[config.mk]
export PLATFORM = sky130hd
export DESIGN_NAME = alu_pipe
export DESIGN_NICKNAME = d
export VERILOG_FILES = /design/src/rtl/alu_pipe.sv
export SDC_FILE = /design/constraint.sdc
export NUM_CORES = 1
export LEC_CHECK = 0
export ABC_AREA = 1
export CAP_MARGIN = 20
export CORE_ASPECT_RATIO = 1.1
export CORE_MARGIN = 5
export CORE_UTILIZATION = 40
export CTS_CLUSTER_DIAMETER = 40
export DETAILED_ROUTE_END_ITERATION = 10
export PLACE_DENSITY = 0.71
export SYNTH_ARGS = -nofsm -noshare
export SYNTH_HDL_FRONTEND = slang
export SYNTH_SLANG_ARGS = --single-unit
[constraint.sdc]
create_clock -name clk -period 1.1 [get_ports clk]
set_input_delay 0.22 -clock clk [delete_from_list [all_inputs] [get_ports clk]]
set_output_delay 0.22 -clock clk [all_outputs]
set_load 0.01 [all_outputs]
[src/rtl/alu_pipe.sv]
// alu_pipe: handshaked ALU with a registered result that stays in DONE until it is consumed.
// ALU_PIPE_MUL_EN adds a WIDTH-cycle shift-add multiplier for op 110; without it op 110 reports err.
module alu_pipe #(
  parameter int WIDTH = 8
) (
  input  logic             clk,
  input  logic             rst_n,
  input  logic             in_valid,
  output logic             in_ready,
  input  logic [WIDTH-1:0] a,
  input  logic [WIDTH-1:0] b,
  input  logic [2:0]       op,
  output logic             out_valid,
  input  logic             out_ready,
  output logic [WIDTH-1:0] result,
  output logic [WIDTH-1:0] result_hi,
  output logic             carry,
  output logic             zero,
  output logic             neg,
  output logic             ovf,
  output logic             err
);
  typedef enum logic [1:0] {IDLE, BUSY, DONE} state_t;
  state_t state_q, state_d;
  logic [WIDTH-1:0] res_q, res_d, hi_q, hi_d;
  logic [4:0] flags_q, flags_d;
  logic [WIDTH:0] add_w, sub_w;
  logic [WIDTH-1:0] alu_r;
  logic alu_c, alu_v, accept;
  assign accept = (state_q == IDLE) && in_valid;
  always_comb begin
    add_w = {1'b0, a} + {1'b0, b};
    sub_w = {1'b0, a} - {1'b0, b};
    alu_r = '0;
    alu_c = 1'b0;
    alu_v = 1'b0;
    case (op)
      3'b000: begin
        alu_r = add_w[WIDTH-1:0];
        alu_c = add_w[WIDTH];
        alu_v = (a[WIDTH-1] == b[WIDTH-1]) && (add_w[WIDTH-1] != a[WIDTH-1]);
      end
      3'b001: begin
        alu_r = sub_w[WIDTH-1:0];
        alu_c = sub_w[WIDTH];
        alu_v = (a[WIDTH-1] != b[WIDTH-1]) && (sub_w[WIDTH-1] != a[WIDTH-1]);
      end
      3'b010: alu_r = a & b;
      3'b011: alu_r = a | b;
      3'b100: alu_r = a ^ b;
      3'b101: alu_r = {{(WIDTH-1){1'b0}}, $signed(a) < $signed(b)};
      3'b111: alu_r = ~a;
      default: alu_r = '0;
    endcase
  end
`ifdef ALU_PIPE_MUL_EN
  localparam int CW = (WIDTH > 1) ? $clog2(WIDTH) : 1;
  localparam logic [CW-1:0] LAST = CW'(WIDTH - 1);
  logic [WIDTH-1:0] mcand_q, mcand_d;
  logic [2*WIDTH-1:0] prod_q, prod_d;
  logic [CW-1:0] cnt_q, cnt_d;
  logic [WIDTH:0] psum;
  // Product high half accumulates the multiplicand; the low half starts as b and shifts out.
  always_comb begin
    mcand_d = mcand_q;
    prod_d  = prod_q;
    cnt_d   = cnt_q;
    psum    = {1'b0, prod_q[2*WIDTH-1:WIDTH]} + {1'b0, prod_q[0] ? mcand_q : {WIDTH{1'b0}}};
    if (accept && op == 3'b110) begin
      mcand_d = a;
      prod_d  = {{WIDTH{1'b0}}, b};
      cnt_d   = '0;
    end else if (state_q == BUSY) begin
      prod_d = {psum, prod_q[WIDTH-1:1]};
      cnt_d  = cnt_q + 1'b1;
    end
  end
  always_ff @(posedge clk or negedge rst_n)
    if (!rst_n) begin
      mcand_q <= '0;
      prod_q  <= '0;
      cnt_q   <= '0;
    end else begin
      mcand_q <= mcand_d;
      prod_q  <= prod_d;
      cnt_q   <= cnt_d;
    end
`endif
  always_comb begin
    state_d = state_q;
    res_d   = res_q;
    hi_d    = hi_q;
    flags_d = flags_q;
    case (state_q)
      IDLE: if (in_valid) begin
        if (op == 3'b110) begin
`ifdef ALU_PIPE_MUL_EN
          state_d = BUSY;
`else
          state_d = DONE;
          res_d   = '0;
          hi_d    = '0;
          flags_d = 5'b00001;
`endif
        end else begin
          state_d = DONE;
          res_d   = alu_r;
          hi_d    = '0;
          flags_d = {alu_c, ~|alu_r, alu_r[WIDTH-1], alu_v, 1'b0};
        end
      end
`ifdef ALU_PIPE_MUL_EN
      BUSY: if (cnt_q == LAST) begin
        state_d = DONE;
        res_d   = prod_d[WIDTH-1:0];
        hi_d    = prod_d[2*WIDTH-1:WIDTH];
        flags_d = {|prod_d[2*WIDTH-1:WIDTH], ~|prod_d, prod_d[2*WIDTH-1], 2'b00};
      end
`endif
      DONE: if (out_ready) state_d = IDLE;
      default: state_d = IDLE;
    endcase
  end
  always_ff @(posedge clk or negedge rst_n)
    if (!rst_n) begin
      state_q <= IDLE;
      res_q   <= '0;
      hi_q    <= '0;
      flags_q <= '0;
    end else begin
      state_q <= state_d;
      res_q   <= res_d;
      hi_q    <= hi_d;
      flags_q <= flags_d;
    end
  assign in_ready  = state_q == IDLE;
  assign out_valid = state_q == DONE;
  assign result    = res_q;
  assign result_hi = hi_q;
  assign {carry, zero, neg, ovf, err} = flags_q;
endmodule

# After elaboration in Yosys (flattened, before gate mapping)

Cells that the tools add are included.

Flip-flop bits (word level): 15
Latch bits: 0
Memory bits (writable): 0
ROM bits: 0
Input bits: 23
Output and inout port bits: 23
Memories: 0

Add/subtract/negate cells: 2
$mul: 0
Div/mod/pow operators: 0
Order comparisons: 1
Equal/unequal tests: 14
Shifts and indexed selects: 0
Muxes and demuxes: 8
Bitwise logic cells: 4
Reduce and logical (&&, ||, !) cells: 8

Operator list:

| operator                                                         | count |
|---|---|
| 8-bit one-hot mux with 7 select lines                            | 1 |
| 3-bit == test (second input constant)                            | 4 |
| 8-bit by 8-bit adder with 9-bit output                           | 1 |
| 8-bit by 8-bit subtractor with 9-bit output                      | 1 |
| 8-bit AND                                                        | 1 |
| 8-bit less-than comparator                                       | 1 |
| 8-bit two-way mux                                                | 1 |
| 8-bit inverter                                                   | 1 |
| 8-bit OR                                                         | 1 |
| 8-bit OR reduction                                               | 1 |
| 8-bit XOR                                                        | 1 |
| 3-bit by 2-bit == test with 1-bit output (second input constant) | 2 |
| 5-bit two-way mux                                                | 1 |
| 2-bit two-way mux                                                | 2 |
| 1-bit one-hot mux with 2 select lines                            | 2 |
| 2-bit one-hot mux with 2 select lines                            | 1 |
| 2-bit AND reduction                                              | 2 |
| 3-bit by 1-bit == test with 1-bit output (second input constant) | 1 |
| 3-bit logical NOT                                                | 1 |
| 1-bit != test                                                    | 3 |
| 2-bit == test (second input constant)                            | 1 |
| 1-bit logical AND                                                | 2 |
| 2-bit logical NOT                                                | 1 |
| 2-bit by 1-bit != test with 1-bit output (second input constant) | 1 |
| other kinds (3)                                                  | 3 |

# Depth between registers and ports, before layout

Depth after elaboration: 5
Depth in mapped cells: 16
Gate-level depth less buffers: 16

# Least setup slack after synthesis

Ideal clock, no wire load.

Kind: input -> register
From: in a[0]
To: reg flags_q[3]
Arrival: 1.645 ns
Data required time: 1.034 ns
Setup slack: -0.611 ns
Stages on the path: 10
Buffers on the path: 0
Path through: ha_1 -> fa_1 -> or2_2 -> nand3_1 -> nand4_1 -> nor2_1 -> nand3_1 -> nor2_1 -> nand2_1 -> nand2_1

Cells in the longest elaborated chain, start to end: 5
Elaborated cells on any way between the ends: 11

Ends and longest elaborated chain:

| element                                                                   | line | RTL |
|---|---|---|
| start, declared                                                           | 10   | `input logic [WIDTH-1:0] a,` |
| 8-bit by 8-bit subtractor with 9-bit output, or another cell as far along | 33   | `sub_w = {1'b0, a} - {1'b0, b};` |
| 8-bit one-hot mux with 7 select lines (*)                                 | 37   | `case (op)` |
| 8-bit OR reduction (*)                                                    | 109  | `flags_d = {alu_c, ~\|alu_r, alu_r[WIDTH-1], alu_v, 1'b0};` |
| 1-bit logical NOT (*)                                                     | 109  |  |
| 5-bit two-way mux (*)                                                     | 96   | `if (op == 3'b110) begin` |
| end signal, assigned                                                      | 134  | `flags_q <= flags_d;` |
| end, declared                                                             | 26   | `logic [4:0] flags_q, flags_d;` |

Mark *: on every way between the ends. The rest lies on a longest branch, timed or not.
A chain may end at the register's enable or synchronous reset.

# Worst setup path in the final report

Ends and elaborated chain as after synthesis.

==> qor_table.md <==
| Step | Result | Value |
|:---|:---|:---|
| synth | Count of yosys warnings during synthesis | 0 |
| synth | Most common flop cell mapped by yosys | dfrtp_1 |
| sta | Final count of pins violating max slew | 0 |
| cts | Clock network latency to the later pin of the worst-skew pair | 0.24 ns |
| setup path | Sort of element at the end of the critical path | register |
| synth | Average cell area after synthesis | 6.124 um2 |
| detailed routing | Remaining routing DRC violations | 0 |
| synth | Post-synth top area share | 17.84% |
| cts | Clock Tree Buf Depth | 2 |
| cts | Root buf cell | clkbuf_8 |
| detailed routing | Number of detailed-routing iterations run before antenna repair | 4 |
| global route | Global-route wire length before repair | 11100 um |
| place | Placed cell areas | 0.002955 mm2 |
| sta | Setup slack of the critical path after layout | -0.6288 ns |
| run status | Run status | complete, but fails checks |
| place | Cells after DPL | 480 |
| pwr | Worst IR Drop VDD | 0.0003362 V |
| pwr | Total power of the final layout | 2901 uW |
| floorplanning | Effective utilization at floorplan | 41.94% |
| synth | Number of synthesized flops with an enable pin | 0 |
| floorplanning | Area of the core | 0.004717 mm2 |
| floorplanning | Area of the die | 0.006453 mm2 |
| cells and area | Share of layout cells above drive strength 1 | 56.89% |
| global route | Met3 usage in global routing | 1.836% |
| synth | Dominant cells by area after synthesis | nand2_1 (18%), dfrtp_1 (16%), ha_1 (16%), inv_1 (8.0%), nand3_1 (7.8%) |
| sta | Final-report setup violation count | 14 |
| floorplanning | Die Span Y | 83.76 um |
| global route | Residual overflow from global routing | 0 |
| global route | GRT met2 Usage | 37.84% |
| cells and area | Final Net Count | 502 |
| setup path | Required @ worst endpoint | 1.28 ns |
| synth | Synthesized area | 0.001978 mm2 |
| setup path | Crit path max fanout | 3 |
| global route | GR peak layer | met2 |
| cts | Clock sink count | 13 |
| flow run | MaxCap Viol Count | 0 |
| cts | Clock transition at the registers of the reported paths | 0.05 ns |
| pwr | Leakage power summed over all cells | 0.001888 uW |
| synth | Biggest area consumer among synthesized cells | nand2_1 |
| setup path | Data arrival, critical path | 1.91 ns |
| cells and area | Fin cells | 506 |
| sta | Unrepaired setup endpoints after global routing | yes |
| synth | Library cells used by synthesis | 30 |
| place | GPL Wtd Cong | 0.8858 |
| floorplanning | # rows | 26 |
| cells and area | Synth-to-Final Area Change | 89.25% |
| sta | Aggregate negative setup slack | -4.515 ns |
| sta | Crit path time final | 1.729 ns |
| synth | Most frequent cell after synthesis | nand2_1 |
| global route | GR met1 Demand/Resource | 23.83% |
| detailed routing | Initial drt markers | 128 |
| place | Dpl hpwl | 4976 um |
| synth | Fraction of registers with async set or reset after synthesis | 100.0% |
| cts | Number of clock buffers inserted by TritonCTS | 3 |
| run status | Failing checks | setup timing |
| cells and area | Design area | 0.003744 mm2 |
| cells and area | Fillcell total | 314 |
| global route | Via count of the first global-routing pass | 2512 |
| sta | Final clock period utilization by the worst path | 157.2% |
| sta | Number of hold-slack violations in the final timing report | 0 |
| global route | All-layer global routing usage | 20.47% |
| setup path | Setup slack, reg-to-reg | -0.33 ns |
| pwr | Power density over the cells | 775.0 mW/mm2 |
| detailed routing | Routed wire per std cell | 15.27 um |
| floorplanning | Die span in x | 77.05 um |
| setup path | Critical Setup Path Class | input pin to register |
| synth | Synthesis-stage register bit count | 13 |
| detailed routing | Wire length reported by the detailed router | 7728 um |
| sta | FMAX | 578.4 MHz |
| global route | Maximum number of pins on one net before global-route repair | 14 |
| setup path | Sort of element at the start of the critical path | input pin |
| cells and area | Count of antenna diodes in the layout | 0 |
| detailed routing | Overall via count from detail_route | 2574 |
| global route | Antenna violations before repair | 0 |
| sta | Setup skew after layout | 0.0009270 ns |
| cts | Clock tree from TritonCTS | yes |
| floorplanning | IO Pins | 46 |
| worst hold path | Worst Hold Class | input pin to asynchronous set/reset pin |
| synth | Sequential cell area fraction in the yosys report | 16.45% |
| place | Count of port buffers added during placement | 37 |
| synth | Top cells by instance count after synthesis | nand2_1 (94), inv_1 (42), nor2_1 (41) |
| detailed routing | Remaining antenna violation count | 0 |
| synth | Cells after synthesis | 323 |
| cts | # H-tree levels | 1 |
| detailed routing | Avg Vias per Cell | 5.087 |
## cells in the final DEF (no fill, tap or decap), drive strengths merged, types with 3 or more instances in the layout
master,n
a21oi,12
clkdlybuf4s50,3
ha,26
dfrtp,13
buf,111
nand2,97
nand4,5
nand3,34
clkbuf,12
o22ai,6
inv,46
nor2,45
o21ai,9
clkdlybuf4s15,8
conb,8
## power by group
| part | total, uW | leakage, uW | switching [uW] | internal, uW |
|---|---|---|---|---|
| clock network | 416 | 0.0000228 | 161 | 255 |
| logic | 1860 | 0.00170 | 964 | 894 |
| registers | 626 | 0.000167 | 54.8 | 572 |
| total | 2900 | 0.00189 | 1180 | 1720 |
## sequential cells by signal (all words and copies together) (netlist names)
name,cells
state_q,1
result,7
flags_q,5
## stage by stage
| step | hold slack [ns] | utilization, % | setup slack, ns |
|---|---|---|---|
| after floorplan | -0.07559 | - | -0.4854 |
| after CTS | 0.3088 | 72.20 | -0.6771 |
| after global routing | 0.3344 | 79.36 | -0.7166 |
| final | 0.2943 | 79.36 | -0.6288 |
| after detailed placement | 0.4646 | 62.65 | -1.336 |
| after global placement | 0.4544 | 62.65 | -1.274 |
## per-layer routing
metal	share of wire [%]	wire length (um)
met1	38	2937
met2	53	4097
met3	6.1	469
met4	2.9	223
met5	0	0
## final cells by class
class	count	area (um2)	area share, %
Clock buffer	4	45.04	1.203
Inverter	47	222.7	5.949
Multi-Input combinational cell	253	1942	51.87
Sequential cell	13	325.3	8.690
Tap cell	56	70.07	1.872
Timing Repair Buffer	132	1131	30.21
Timing Repair inverter	1	7.507	0.2005
## path summary, 6_finish.rpt
| check | from | to | cells after the start |
|---|---|---|---|
| worst max-delay path | a[0] | flags_q[3] | 16 |
| worst min-delay path | rst_n | flags_q[0] | 2 |
| worst max register to register | state_q[1] | flags_q[3] | 9 |
| worst min register to register | result[1] | result[1] | 2 |
| max in group asynchronous | rst_n | flags_q[4] | 2 |
| min in group clk | result[1] | result[1] | 2 |
## critical path: stages
cell     delay, ns
buf_12        0.12
inv_12        0.04
ha_4          0.13
inv_4         0.04
fa_2          0.42
inv_2         0.09
nand2_2       0.05
nand2_2       0.06
nor2_2        0.04
nor2_2        0.13
nand4_1       0.13
nor2_1        0.13
nand3_1       0.09
nor2_1        0.09
nand2_1       0.06
nand2_1       0.05
## cell families (layout without fill, tap and decap cells)
| kind of cell | Yosys count | count (layout) | share of synthesized area, % |
|---|---|---|---|
| AOI/OAI and AO/OA | 31 | 31 | 8.666 |
| xor gates and xnor gates | 1 | 1 | 0.4428 |
| adders and majority gates | 28 | 28 | 18.47 |
| buffers and inverters | 64 | 184 | 15.12 |
| DFF | 13 | 13 | 16.45 |
| other | 1 | 8 | 0.1896 |
| and+or+nand+nor | 185 | 185 | 40.67 |
## what timing repair did
item,CTS,global route
pin swaps,49,56
resized for setup,200,100
setup buffers,12,15
gates cloned,2,0
endpoints found under the setup margin,28,21
hold buffers,0,0
Power figures use the tool's default switching activity.
==> variant: new RTL, config.mk and constraints unchanged <==
Build with the macro `ALU_PIPE_MUL_EN` defined.
--- a/src/rtl/alu_pipe.sv
+++ b/src/rtl/alu_pipe.sv
@@ -1,5 +1,7 @@
 // alu_pipe: handshaked ALU with a registered result that stays in DONE until it is consumed.
 // ALU_PIPE_MUL_EN adds a WIDTH-cycle shift-add multiplier for op 110; without it op 110 reports err.
+`define ALU_PIPE_MUL_EN
+
 module alu_pipe #(
   parameter int WIDTH = 8
 ) (
Behaviour: not the same (a bounded check fails within 4 cycles, from zero or initial values and one cycle with rst_n low).
==> variant against the original RTL <==
  * Area after synthesis up 100%
  * Sequential cell count up 36
  * Via count up 91%
  * The run still ends with setup timing left
  * Design area increased by 91%
  * Worst setup slack lost 0.51 ns
  * Total power grew to 4.7 times the old value
  * Largest cell class unchanged
  * Fmax is 23% lower
  * Largest power group unchanged
  * Worst hold slack got worse by 0.015 ns
  * Wire length rose by 120%
  * Synthesized cell count rose by 80%
==> variant: results (changes against the original RTL) <==
[min_path]
hold_depth=4
min_from=a[2]
hold_path_class=in2reg  ; was in2async
holdPathEnd=mcand_q[2]

[power]
ir_worst_vdd_v=0.000926  ; was 0.000336 V
p_leak_nw=3.62  ; was 1.89 nW

[placement]
placed_cell_area_um2=5810  ; was 2960 um2
gp_congestion=0.927  ; was 0.886
hpwl_um=10000  ; was 4980 um
port_buffers=44  ; was 37

[synth]
yosysUniqueCellTypes=43  ; was 30
synth.area.top_cells=dfrtp_1 31%, nand2_1 16%, ha_1 11%  ; was nand2_1 18%, dfrtp_1 16%, ha_1 16%
yosys-top-cells-count=170 x nand2_1, 89 x inv_1, 57 x nor2_1  ; was 94 x nand2_1, 42 x inv_1, 41 x nor2_1
synth_top_area_frac=0.309  ; was 0.178
yosysSeqAreaShare=0.309  ; was 0.164

[cts]
cts_root_buf=clkbuf_8  ; unchanged
cts-htree-levels=2  ; was 1
clk_pin_slew_worst_paths_ns=0.10  ; was 0.05 ns
numCtsBuffers=5  ; was 3
clk_latency_ns=0.32  ; was 0.24 ns

[worst_setup_path]
cp.arrival_ns=2.45  ; was 1.91 ns
crit_fanout=6  ; was 3
r2r_end=flags_q[4]  ; was flags_q[3]
r2r_start=prod_q[0]  ; was state_q[1]
max_stage_delay_ns=0.46  ; was 0.42 ns
worst_path_max_delay_cell=dfrtp_2  ; was fa_2
rr_worst_depth=15  ; was 9

[route]
routed_wl_um=17000  ; was 7730 um
drtIter0Drc=202  ; was 128
via_count=4909  ; was 2574
dr.pass1.iters=5  ; was 4

[run_status]
status=finished with violations  ; unchanged
violations=setup timing  ; unchanged

[sta]
skew_ns=0.0134  ; was 0.000927 ns
setup_viol=56  ; was 14
fin_ws_ns=-1.14  ; was -0.629 ns
fin_worst_hold_slack_ns=0.280  ; was 0.294 ns

[global_routing]
grt_max_degree=50  ; was 14
grtUsageTotal=0.249  ; was 0.205
grt_pass1_wl_um=24000  ; was 11100 um

[finish]
largest_reg_flops=16  ; was 7
final_layout_size_suffix_gt1_frac=0.579  ; was 0.569
layout.nets=862  ; was 502
n_fill_cell=718  ; was 314

## variant: cell types whose count changed in the layout (fill, tap and decap cells not counted), moves of 7 or more
cell     before  now
buf_2         4   22
nor2_1       27   40
buf_6        28   45
buf_4        75  127
o21ai_1       1    9
nand2_2      23   55
conb_1        8    1
nand2_1      65  105
dfrtp_1      13   48
o21ai_2       3   21
nand3_1      14   24
inv_2        16   46
inv_1        18   42
## variant: power breakdown
part	leakage (nW)	switching [mW]	internal, mW
combinational	2.96	4.93	4.56
clock	0.0385	0.682	0.453
sequential	0.623	0.591	2.46
## variant: repair_timing
action                     in CTS  in global routing
gates resized for setup       302                134
hold endpoints to repair       49                  0
setup endpoints to repair      71                 60
hold buffers                    1                  0
cloned                          5                  1
setup buffers                  34                 26
pin swaps                      67                 68
## variant: metrics by stage
step | instances | worst slack, ns | setup TNS [ns]
2_1_floorplan | 581 | -0.799 | -13.39
3_3_place_gp | 865 | -1.29 | -40.41
3_5_place_dp | 865 | -1.34 | -41.16
4_1_cts | 907 | -0.939 | -24.58
5_1_grt | 921 | -1.27 | -32.51
6_report | 921 | -1.14 | -29.45
## variant: tightest hold or removal path: cells and delay by family
kind	cells	cell delay (ns)
buf+inv	3	0.29
compound gates	1	0.06
## variant: cell type report
cell class / count / area (um2) / area share
multi-input combinational: 422 / 3280 / 0.459
timing repair buffer: 225 / 1980 / 0.277
sequential: 49 / 1230 / 0.172
inverter: 97 / 423 / 0.0592
tap: 120 / 150 / 0.0210
clock buffer: 7 / 76.3 / 0.0107
clock inverter: 1 / 7.51 / 0.00105
## variant: per-layer routing
metal  share of wire  vias to the layer above  track usage
li1                -                     2276            -
met3           0.056                       83       0.0259
met4           0.056                        0        0.130
met1            0.37                     2329        0.275
met2            0.52                      221        0.468
met5               0                        -            0
## variant: kinds of logic (layout without fill, tap and decap cells)
family | Yosys count | after routing | share of synthesized area
buffers and inverters | 112 | 330 | 0.119
AND/OR/NAND/NOR | 297 | 299 | 0.321
XOR/XNOR | 5 | 5 | 0.0110
flip-flops | 49 | 49 | 0.309
adder cells (fa/ha/maj) | 39 | 39 | 0.129
AO/OA/AOI/OAI | 78 | 78 | 0.110
other | 1 | 1 | 0.000945
## variant: how the worst max path moves through the flow
stage | cells after the start | startpoint | to | slack, ns
final | 15 | prod_q[0] | flags_q[4] | -1.14
after global routing | 15 | prod_q[0] | flags_q[4] | -1.27
after CTS | 17 | prod_q[0] | flags_q[3] | -0.94
after detailed placement | 15 | a[0] | flags_q[3] | -1.34
after global placement | 17 | a[0] | flags_q[3] | -1.29
after floorplan | 18 | prod_q[0] | flags_q[3] | -0.80
